--- src/rtl/tx_framer.sv ---
// tx_framer: buffers encrypted payload words in a FIFO and emits frames of
// one sync/count header word followed by C_PAYLOAD_WORDS payload words.
//
// Handshake semantics (both AXI-Stream sides): a word transfers on a rising
// clock edge where tvalid and tready are both 1. Once m_axis_tvalid is raised
// it stays raised, with tdata/sof/tlast stable, until that transfer happens.
// m_axis_tvalid/tdata/sof/tlast come only from registers (state, beat counter,
// FIFO storage), and s_axis_tready comes only from the registered level.
module tx_framer #(
    parameter int          C_PAYLOAD_WORDS = 16,
    parameter int          C_FIFO_DEPTH    = 32,
    parameter logic [15:0] C_SYNC_WORD     = 16'hA5C3
) (
    input  logic                            i_aclk,
    input  logic                            i_reset,
    input  logic                            i_enable,
    input  logic                            s_axis_tvalid,
    output logic                            s_axis_tready,
    input  logic [31:0]                     s_axis_tdata,
    output logic                            m_axis_tvalid,
    input  logic                            m_axis_tready,
    output logic [31:0]                     m_axis_tdata,
    output logic                            m_axis_sof,
    output logic                            m_axis_tlast,
    output logic [15:0]                     o_frame_count,
    output logic [$clog2(C_FIFO_DEPTH):0]   o_fifo_level,
    output logic [1:0]                      dbg_state
);

    localparam int AW = $clog2(C_FIFO_DEPTH);
    localparam int LW = AW + 1;

    typedef enum logic [1:0] {
        IDLE    = 2'd0,
        HEADER  = 2'd1,
        PAYLOAD = 2'd2
    } state_t;

    state_t          state_q;
    state_t          state_d;
    logic [31:0]     mem [C_FIFO_DEPTH];
    logic [AW-1:0]   wr_ptr;
    logic [AW-1:0]   rd_ptr;
    logic [LW-1:0]   level;
    logic [LW-1:0]   beat_cnt;
    logic [15:0]     frame_count;
    logic            full;
    logic            wr_en;
    logic            rd_en;
    logic            last_beat;

    assign full          = (level == LW'(C_FIFO_DEPTH));
    assign s_axis_tready = ~full;
    // A full FIFO refuses the write even when a pop happens in the same cycle.
    assign wr_en         = s_axis_tvalid & ~full;
    assign rd_en         = (state_q == PAYLOAD) & m_axis_tready;
    assign last_beat     = (beat_cnt == LW'(C_PAYLOAD_WORDS - 1));
    assign o_fifo_level  = level;
    assign o_frame_count = frame_count;
    assign dbg_state     = state_q;

    // FIFO storage: no reset needed, the level qualifies every entry.
    always_ff @(posedge i_aclk) begin
        if (wr_en) begin
            mem[wr_ptr] <= s_axis_tdata;
        end
    end

    // FIFO pointers wrap naturally at the power-of-two depth; level tracks occupancy.
    always_ff @(posedge i_aclk) begin
        if (i_reset) begin
            wr_ptr <= '0;
            rd_ptr <= '0;
            level  <= '0;
        end else begin
            if (wr_en) begin
                wr_ptr <= wr_ptr + AW'(1);
            end
            if (rd_en) begin
                rd_ptr <= rd_ptr + AW'(1);
            end
            case ({wr_en, rd_en})
                2'b10:   level <= level + LW'(1);
                2'b01:   level <= level - LW'(1);
                default: level <= level;
            endcase
        end
    end

    // FSM state register, beat counter and completed-frame counter.
    always_ff @(posedge i_aclk) begin
        if (i_reset) begin
            state_q     <= IDLE;
            beat_cnt    <= '0;
            frame_count <= '0;
        end else begin
            state_q <= state_d;
            if (state_q == HEADER && m_axis_tready) begin
                beat_cnt <= '0;
            end else if (rd_en) begin
                beat_cnt <= last_beat ? '0 : beat_cnt + LW'(1);
            end
            if (rd_en && last_beat) begin
                frame_count <= frame_count + 16'd1;
            end
        end
    end

    // Next state and output decode; outputs depend only on registered values.
    always_comb begin
        state_d       = state_q;
        m_axis_tvalid = 1'b0;
        m_axis_sof    = 1'b0;
        m_axis_tlast  = 1'b0;
        m_axis_tdata  = 32'd0;
        case (state_q)
            IDLE: begin
                if (i_enable && (level >= LW'(C_PAYLOAD_WORDS))) begin
                    state_d = HEADER;
                end
            end
            HEADER: begin
                m_axis_tvalid = 1'b1;
                m_axis_sof    = 1'b1;
                m_axis_tdata  = {C_SYNC_WORD, frame_count};
                if (m_axis_tready) begin
                    state_d = PAYLOAD;
                end
            end
            PAYLOAD: begin
                m_axis_tvalid = 1'b1;
                m_axis_tlast  = last_beat;
                m_axis_tdata  = mem[rd_ptr];
                if (m_axis_tready && last_beat) begin
                    state_d = IDLE;
                end
            end
            default: begin
                state_d = IDLE;
            end
        endcase
    end

endmodule

--- config.mk ---
export PLATFORM = sky130hd
export DESIGN_NAME = tx_framer
export DESIGN_NICKNAME = d
export VERILOG_FILES = /design/src/rtl/tx_framer.sv
export SDC_FILE = /design/constraint.sdc
export NUM_CORES = 1
export LEC_CHECK = 0
export BUFFER_PORTS_ARGS = -buffer_cell sky130_fd_sc_hd__buf_2
export CAP_MARGIN = 10
export CORE_MARGIN = 3
export CORE_UTILIZATION = 45
export CTS_BUF_LIST = sky130_fd_sc_hd__clkbuf_16
export DETAILED_ROUTE_END_ITERATION = 6
export GPL_TIMING_DRIVEN = 0
export PLACE_DENSITY_LB_ADDON = 0.25
export SLEW_MARGIN = 20
export SYNTH_ARGS = -nofsm -noshare
export SYNTH_HDL_FRONTEND = slang
export SYNTH_SLANG_ARGS = --single-unit
--- constraint.sdc ---
create_clock -name i_aclk -period 5.56 [get_ports i_aclk]
set_clock_uncertainty 0.2 [all_clocks]
set_input_delay 0.278 -clock i_aclk [delete_from_list [all_inputs] [get_ports i_aclk]]
set_output_delay 0.278 -clock i_aclk [all_outputs]
set_load 0.02 [all_outputs]
==> flow_summary.toml, run 1 <==
[global_route]
antenna_found_initial = 0
track_usage_pct = 24.77
grt_pass1_vias = 22340
grt_max_degree = 33
grt_pass1_wl_mm = 166.4
grt_overflow = 0

[min_path]
min_path_type = "reg -> reg"
min_from = "beat_cnt[1]$_SDFFE_PP0P_"

[final_layout]
drive_gt1_share_pct = 26.99
n_antenna_cell = 0
final_common_cell = "edfxtp_1"
fin_nets = 2401
final_cell_mix = "edfxtp_1 (1024), mux4_2 (204), buf_2 (138)"
num-fill-cells = 6894
area_growth_pct = 17.91
instances_no_fill = 3610
stdcell_area_mm2 = 0.04898
final_core_util_pct = 53.92

[logic_synthesis]
synth_flop_cell = "edfxtp_1"
synth_edf_count = 1024
synthCells = 2054
synth-warning-count = 0
synth_area_mm2 = 0.04154
syn_nets = 2104
async_reset_ff_share_pct = 0
ys_ff_latch = 1069
yosys.cell_types.count = 62
synth_area_per_cell_um2 = 20.22
ys_seq_area_share_pct = 76.19

[route]
vias_per_cell = 6.182
wl_per_cell_um = 32.47
num_vias = 22320
drtPass1Iterations = 6
routed_wl_mm = 117.2
drc_errors = 0
antenna_left = 0
drt_iter0_drc = 3085

[flow_run]
cap_violations = 0

[setup_path]
worstPathArrival_ns = 4.44
startpoint_type = "flop"
cp_max_fo = 10
critPathKind = "reg -> out"
rr_startpoint = "o_fifo_level[2]$_SDFFE_PP0P_"
crit_required_ns = 5.08
crit_path_end_kind = "output port"

[place]
post-place-cells = 3383
placed_cell_area_mm2 = 0.04515
portBuffers = 95
place_congestion = 0.8572
place_hpwl_mm = 79.22

[floorplanning]
rows = 110
die_area_mm2 = 0.09599
initial_core_util_pct = 45.73
die_h_um = 309.8
core_area_mm2 = 0.09084
die_w_um = 309.8
ios = 97

[sta]
tightestPinTransition_ns = 1.266
rsz0062_at_grt = "no"
max_freq_mhz = 203.2
period_needed_ns = 4.921
slew_violations = 0
setup_viol = 0
hold_ws_ns = 0.3023
min_period_over_period_pct = 88.50
slew_headroom_pct = 13.44
hold_viol = 0

[clock_network]
path_clk_slew_ns = 0.06
cts_resized = 0
clkSinkCount = 1069
ctsHtreeMaxLevel = 3
root_buffer = "clkbuf_16"
cts_tree = "yes"
clkLatencyLatePin_ns = 0.66
cts_made_buffers = 104
cts_buffer_depth = 3

[pwr]
power_frac_seq_pct = 51.6
pwr_density_cell_mw_per_mm2 = 352.7
internal_power_mw = 13.52
power_mw = 17.28
cellLeakagePower_nw = 15.29
ir_drop_uv = 232.4
power_switching_mw = 3.751
pwr-share-comb_pct = 7.3
switching_share_pct = 21.71
p_clk_share_pct = 41.0

[status]
outcome = "complete, no violations"
==> cell usage after synthesis, types with 7 or more instances <==
library cell,count,share of area (%)
ha_1,13,0.39
nand3_1,11,0.13
buf_2,43,0.52
edfxtp_1,1024,74
a221oi_1,23,0.48
mux4_2,204,11
a21oi_1,26,0.31
clkbuf_1,38,0.34
mux2_2,44,1.2
o21ai_0,27,0.33
o22ai_1,56,0.84
or3_1,9,0.14
a31oi_1,8,0.12
nand2_1,69,0.62
nor2b_1,8,0.12
mux2i_1,101,2.4
a22oi_1,13,0.23
dfxtp_1,45,2.2
xnor2_1,7,0.15
nor2_1,86,0.78
inv_1,16,0.14
buf_4,19,0.34
o221ai_1,14,0.30
xor2_1,20,0.42
a2111oi_0,14,0.30
nand4_1,19,0.29
nand2b_1,7,0.11
==> critical path: stages, from the launching register on <==
cell      delay [ns]
dfxtp_1         0.30
clkbuf_1        0.30
clkbuf_1        0.60
nor2_1          0.68
clkbuf_1        0.64
a22oi_1         0.25
a221oi_1        0.73
buf_2           0.30
==> path summary, 6_finish.rpt <==
| kind | end | slack (ns) | depth (start not counted) |
|---|---|---|---|
| max reg2reg | mem[7][24]$_DFFE_PP_ | 1.79 | 6 |
| max | m_axis_tdata[9] | 0.64 | 7 |
| min reg2reg | beat_cnt[1]$_SDFFE_PP0P_ | 0.30 | 2 |
| min | beat_cnt[1]$_SDFFE_PP0P_ | 0.30 | 2 |
==> routing by layer <==
metal  part of all wire (%)  vias up  global-route usage [%]
met4                    3.0        0                   8.426
met2                     49     1142                   40.42
met5                      0        -                       0
li1                       -     9120                       -
met1                     40    11890                   34.28
met3                    8.3      164                   4.075
==> flip-flops by register name, indices dropped and copies added, names as in the netlist, named ones only <==
name / count
mem: 1024
dbg_state: 2
wr_ptr: 5
rd_ptr: 5
o_fifo_level: 6
beat_cnt: 6
o_frame_count: 16
==> through the flow <==
step | setup TNS (ns) | setup slack [ns]
2_1_floorplan | 0 | 1.963
3_3_place_gp | -220.64 | -0.4620
3_5_place_dp | 0 | 1.335
4_1_cts | 0 | 0.6147
5_1_grt | 0 | 0.6029
6_report | 0 | 0.6395
==> power groups by stage <==
stage	combinational (mW)	clock (mW)	sequential (mW)
finish	1.27	7.09	8.92
global route	1.34	7.48	8.92
floorplan	0.708	0	9.10
detailed placement	1.24	0	9.09
CTS	1.27	7.16	8.92
global placement	1.17	0	9.09
==> logic make-up (layout without fill, tap and decap cells) <==
family                     count (synthesis)  count (layout)  synth area share, %
adders and majority gates                 13              13               0.3916
muxes                                    349             349                14.69
and+or+nand+nor                          250             250                2.934
buffers and inverters                    125             505                1.503
xor gates and xnor gates                  27              27               0.5693
DFF                                     1069            1069                76.19
AOI/OAI and AO/OA                        221             221                3.726
==> repair_timing <==
item                      in CTS  in global routing
hold endpoints to repair    1039                  0
buffers inserted               0                  0
hold buffers                  38                  0
==> layout make-up <==
cell class	count	area, µm²	area share (%)
Timing Repair Buffer	191	2272	4.639
Clock buffer	110	2753	5.620
Clock inverter	79	700.7	1.430
Multi-Input combinational cell	860	9510	19.42
Sequential cell	1069	31650	64.62
Tap cell	1176	1471	3.004
Buffer	108	560.5	1.144
Inverter	17	63.81	0.1303
No activity file was read; power rests on OpenSTA's default activity.
==> inputs of run 2 (changes only) <==
- CORE_ASPECT_RATIO: unset -> 0.75
- PLACE_DENSITY_LB_ADDON: 0.25 -> unset
- clock period: 5.56 -> 4.5 ns (I/O delays scaled with it)
==> flow_summary.toml, run 2 (synthesized netlist as in run 1, its figures left out) <==
[status]
outcome = "complete, no violations"

[final_layout]
final_cell_mix = "edfxtp_1 (1024), mux4_2 (204), buf_2 (133)"
final_core_util_pct = 54.29
area_growth_pct = 18.37
stdcell_area_mm2 = 0.04917
n_antenna_cell = 0
final_common_cell = "edfxtp_1"
fin_nets = 2406
regMostFlops = "mem"
drive_gt1_share_pct = 28.08
instances_no_fill = 3655
largest_register_ffs = 1024

[place]
place_ws_ns = 0.06271
place_hpwl_mm = 84.06
place_congestion = 0.8227
post-place-cells = 3427
placed_cell_area_mm2 = 0.04542
portBuffers = 95

[clock_network]
cts_buffer_depth = 3
clkLatencyLatePin_ns = 0.68
path_clk_slew_ns = 0.06
cts_made_buffers = 102
cts_tree = "yes"
root_buffer = "clkbuf_16"
clkSinkCount = 1069
ctsHtreeMaxLevel = 3

[floorplanning]
die_h_um = 269.1
initial_core_util_pct = 45.86
core_area_mm2 = 0.09057
die_area_mm2 = 0.09603
ios = 97
rows = 95
die_w_um = 356.8

[sta]
tightestPinTransition_ns = 1.229
min_period_over_period_pct = 99.09
setup_viol = 0
max_freq_mhz = 224.3
hold_viol = 0
slew_headroom_pct = 18.09
slew_violations = 0
postLayoutSetupSlackWorst_ns = 0.04114
period_needed_ns = 4.459
fin_setup_tns_ns = 0
rsz0062_at_grt = "no"
hold_ws_ns = 0.2921

[setup_path]
cp_max_fo = 10
crit_path_end_kind = "output port"
worstPathArrival_ns = 4.03
startpoint_type = "flop"
crit_required_ns = 4.07
critPathKind = "reg -> out"

[pwr]
power_mw = 21.13
ir_drop_uv = 326.9
pwr_density_cell_mw_per_mm2 = 429.8
cellLeakagePower_nw = 15.31

[route]
drt_iter0_drc = 3130
vias_per_cell = 6.201
wl_per_cell_um = 33.75
drc_errors = 0
routed_wl_mm = 123.4
num_vias = 22670
drtPass1Iterations = 5
antenna_left = 0

[flow_run]
cap_violations = 0

[global_route]
antenna_found_initial = 2
grt_pass1_wl_mm = 171.8
track_usage_pct = 25.64
grt_overflow = 0
grt_pass1_vias = 22260
grt_max_degree = 33

[min_path]
min_path_type = "reg -> reg"
==> run 2: worst paths after layout <==
| kind | start | to | slack, ns | cells after the start |
|---|---|---|---|---|
| worst max-delay path | flop | m_axis_tdata[22] | 0.04 | 9 |
| worst min-delay path | beat_cnt[4]$_SDFFE_PP0P_ | beat_cnt[4]$_SDFFE_PP0P_ | 0.29 | 2 |
| worst max register to register | o_fifo_level[2]$_SDFFE_PP0P_ | mem[26][26]$_DFFE_PP_ | 0.63 | 7 |
| worst min register to register | beat_cnt[4]$_SDFFE_PP0P_ | beat_cnt[4]$_SDFFE_PP0P_ | 0.29 | 2 |
==> run 2: critical path, stage by stage (launching register included) <==
cell       delay (ns)
dfxtp_1          0.41
clkbuf_1         0.20
buf_2            0.32
buf_2            0.48
mux4_2           0.38
mux2i_1          0.15
nor2_1           0.06
a2111oi_0        0.87
a2111oi_0        0.25
buf_2            0.24
==> run 2: timing repair <==
action                                  CTS  global route
hold buffers                             37             0
setup buffers                             0             0
endpoints found under the hold margin  1042             0
setup endpoints to repair                18            12
gates resized for setup                  20            18
pin swaps                                 0             0
==> run 2: power by group <==
group / switching (mW) / leakage (nW) / internal, mW
sequential: 0.0362 / 9.59 / 11.0
combinational: 1.02 / 4.06 / 0.602
clock: 3.72 / 1.66 / 4.76
total: 4.78 / 15.3 / 16.3
==> run 2: area by class of cell <==
type,instances,area (µm²)
fillers,6983,41400
multi-input cells,860,9574
flip-flops and latches,1069,31650
inverters,17,63.81
plain buffers,108,604.3
well taps,1212,1516
clock inverters,87,671.9
clock buffers,104,2603
repair buffers,198,2487
==> run 2: routing by layer <==
| metal | global-route usage, % | wire length [µm] | vias up |
|---|---|---|---|
| li1 | - | - | 9160 |
| met1 | 38.21 | 51160 | 12040 |
| met2 | 38.03 | 55540 | 1251 |
| met3 | 6.270 | 13270 | 210 |
| met4 | 6.912 | 3380 | 2 |
| met5 | 0 | 11 | - |
==> inputs of run 3 (changes only) <==
- clock period: 4.5 -> 4.56 ns (I/O delays scaled with it)
==> flow_summary.toml, run 3 (synthesized netlist as in run 1, its figures left out) <==
[status]
outcome = "complete, but fails checks"
violations = "setup timing"

[final_layout]
multi_input_area_mm2 = 0.009555
largest_register_ffs = 1024
n_antenna_cell = 0
final_cell_mix = "edfxtp_1 (1024), mux4_2 (204), buf_2 (135)"
area_growth_pct = 18.29
final_common_cell = "edfxtp_1"
seq_area_mm2 = 0.03165
stdcell_area_mm2 = 0.04914
drive_gt1_share_pct = 27.83
regMostFlops = "mem"
fin_nets = 2406
num-fill-cells = 6988

[sta]
slew_headroom_pct = 19.91
postLayoutSetupSlackWorst_ns = -0.07537
rsz0062_at_grt = "no"
period_needed_ns = 4.635
slew_violations = 0
min_period_over_period_pct = 101.7
hold_viol = 0
hold_ws_ns = 0.2921
tightestPinTransition_ns = 1.201
setup_viol = 2
max_freq_mhz = 215.7

[floorplanning]
initial_core_util_pct = 45.86
die_h_um = 269.1
core_area_mm2 = 0.09057
ios = 97
die_w_um = 356.8
rows = 95
die_area_mm2 = 0.09603

[clock_network]
clkSinkCount = 1069
path_clk_slew_ns = 0.06
cts_made_buffers = 102
ctsHtreeMaxLevel = 3
clkLatencyLatePin_ns = 0.68
cts_tree = "yes"
cts_buffer_depth = 3
root_buffer = "clkbuf_16"

[place]
place_congestion = 0.8227
placed_cell_area_mm2 = 0.04542
portBuffers = 95
place_hpwl_mm = 84.06

[global_route]
grt_overflow = 0
grt_max_degree = 33
grt_pass1_vias = 22250
grt_pass1_wl_mm = 171.7
antenna_found_initial = 2
track_usage_pct = 25.64

[route]
num_vias = 22680
wl_per_cell_um = 33.73
drc_errors = 0
antenna_left = 0
vias_per_cell = 6.205
drt_iter0_drc = 3191
routed_wl_mm = 123.3
drtPass1Iterations = 5

[setup_path]
cp_max_fo = 10
startpoint_type = "flop"
worstPathArrival_ns = 4.21
ff2ff_path_depth = 7
critPathKind = "reg -> out"
crit_required_ns = 4.13
crit_path_end_kind = "output port"

[min_path]
min_path_type = "reg -> reg"
hold_path_depth = 2

[flow_run]
cap_violations = 0

[pwr]
pwr_density_cell_mw_per_mm2 = 424.2
cellLeakagePower_nw = 15.29
ir_drop_uv = 322.5
[run 3: repair_timing]
action | CTS | global route
setup endpoints to repair | 16 | 8
hold buffers | 37 | 0
setup buffers | 0 | 0
gates resized for setup | 12 | 15
endpoints found under the hold margin | 1042 | 0
[run 3: power breakdown]
| part | leakage (nW) | switching, mW | internal [mW] |
|---|---|---|---|
| logic | 4.04 | 1.01 | 0.592 |
| registers | 9.59 | 0.0360 | 10.8 |
| clock network | 1.66 | 3.67 | 4.70 |
[run 3: final cells by class]
class | instances | share of cell area (%)
sequential | 1069 | 64.41
multi-input combinational | 860 | 19.45
clock buffer | 104 | 5.296
timing repair buffer | 198 | 5.062
tap | 1212 | 3.086
clock inverter | 87 | 1.367
buffer | 108 | 1.199
inverter | 17 | 0.1299
[run 3: worst paths after layout]
check | slack, ns | to | start
hold reg to reg | 0.29 | beat_cnt[4]$_SDFFE_PP0P_ | beat_cnt[4]$_SDFFE_PP0P_
hold / removal | 0.29 | beat_cnt[4]$_SDFFE_PP0P_ | beat_cnt[4]$_SDFFE_PP0P_
setup / recovery | -0.08 | m_axis_tdata[22] | flop
setup reg to reg | 0.71 | mem[26][26]$_DFFE_PP_ | o_fifo_level[2]$_SDFFE_PP0P_
[run 3: routing by layer]
layer / GRT usage, % / share of wire (%) / vias to the layer above
li1: - / - / 9156
met2: 38.05 / 45 / 1288
met4: 6.923 / 2.8 / 2
met1: 38.17 / 41 / 12020
met5: 0 / 0.011 / -
met3: 6.277 / 11 / 212
[run 3: worst max-delay path, cell delays in order (launching register included)]
cell and delay (ns):
dfxtp_1 0.31, clkbuf_1 0.45, buf_2 0.39, clkbuf_1 0.85, nor2_1 0.11, a2111oi_0 0.91
a2111oi_0 0.24, buf_2 0.24
[run 3: per-stage QoR]
step / worst slack, ns / util, % / TNS, ns / instances / power (mW)
after floorplan: 0.9626 / - / 0 / 2054 / 11.96
after global placement: -1.654 / 48.06 / -1359.64 / 3361 / 12.54
after detailed placement: 0.1197 / 50.15 / 0 / 3427 / 12.63
after CTS: 0.002453 / 54.21 / 0 / 3655 / 20.91
after global routing: 0.0009912 / 54.25 / 0 / 3655 / 21.42
final: -0.07537 / 54.25 / -0.1350 / 3655 / 20.84
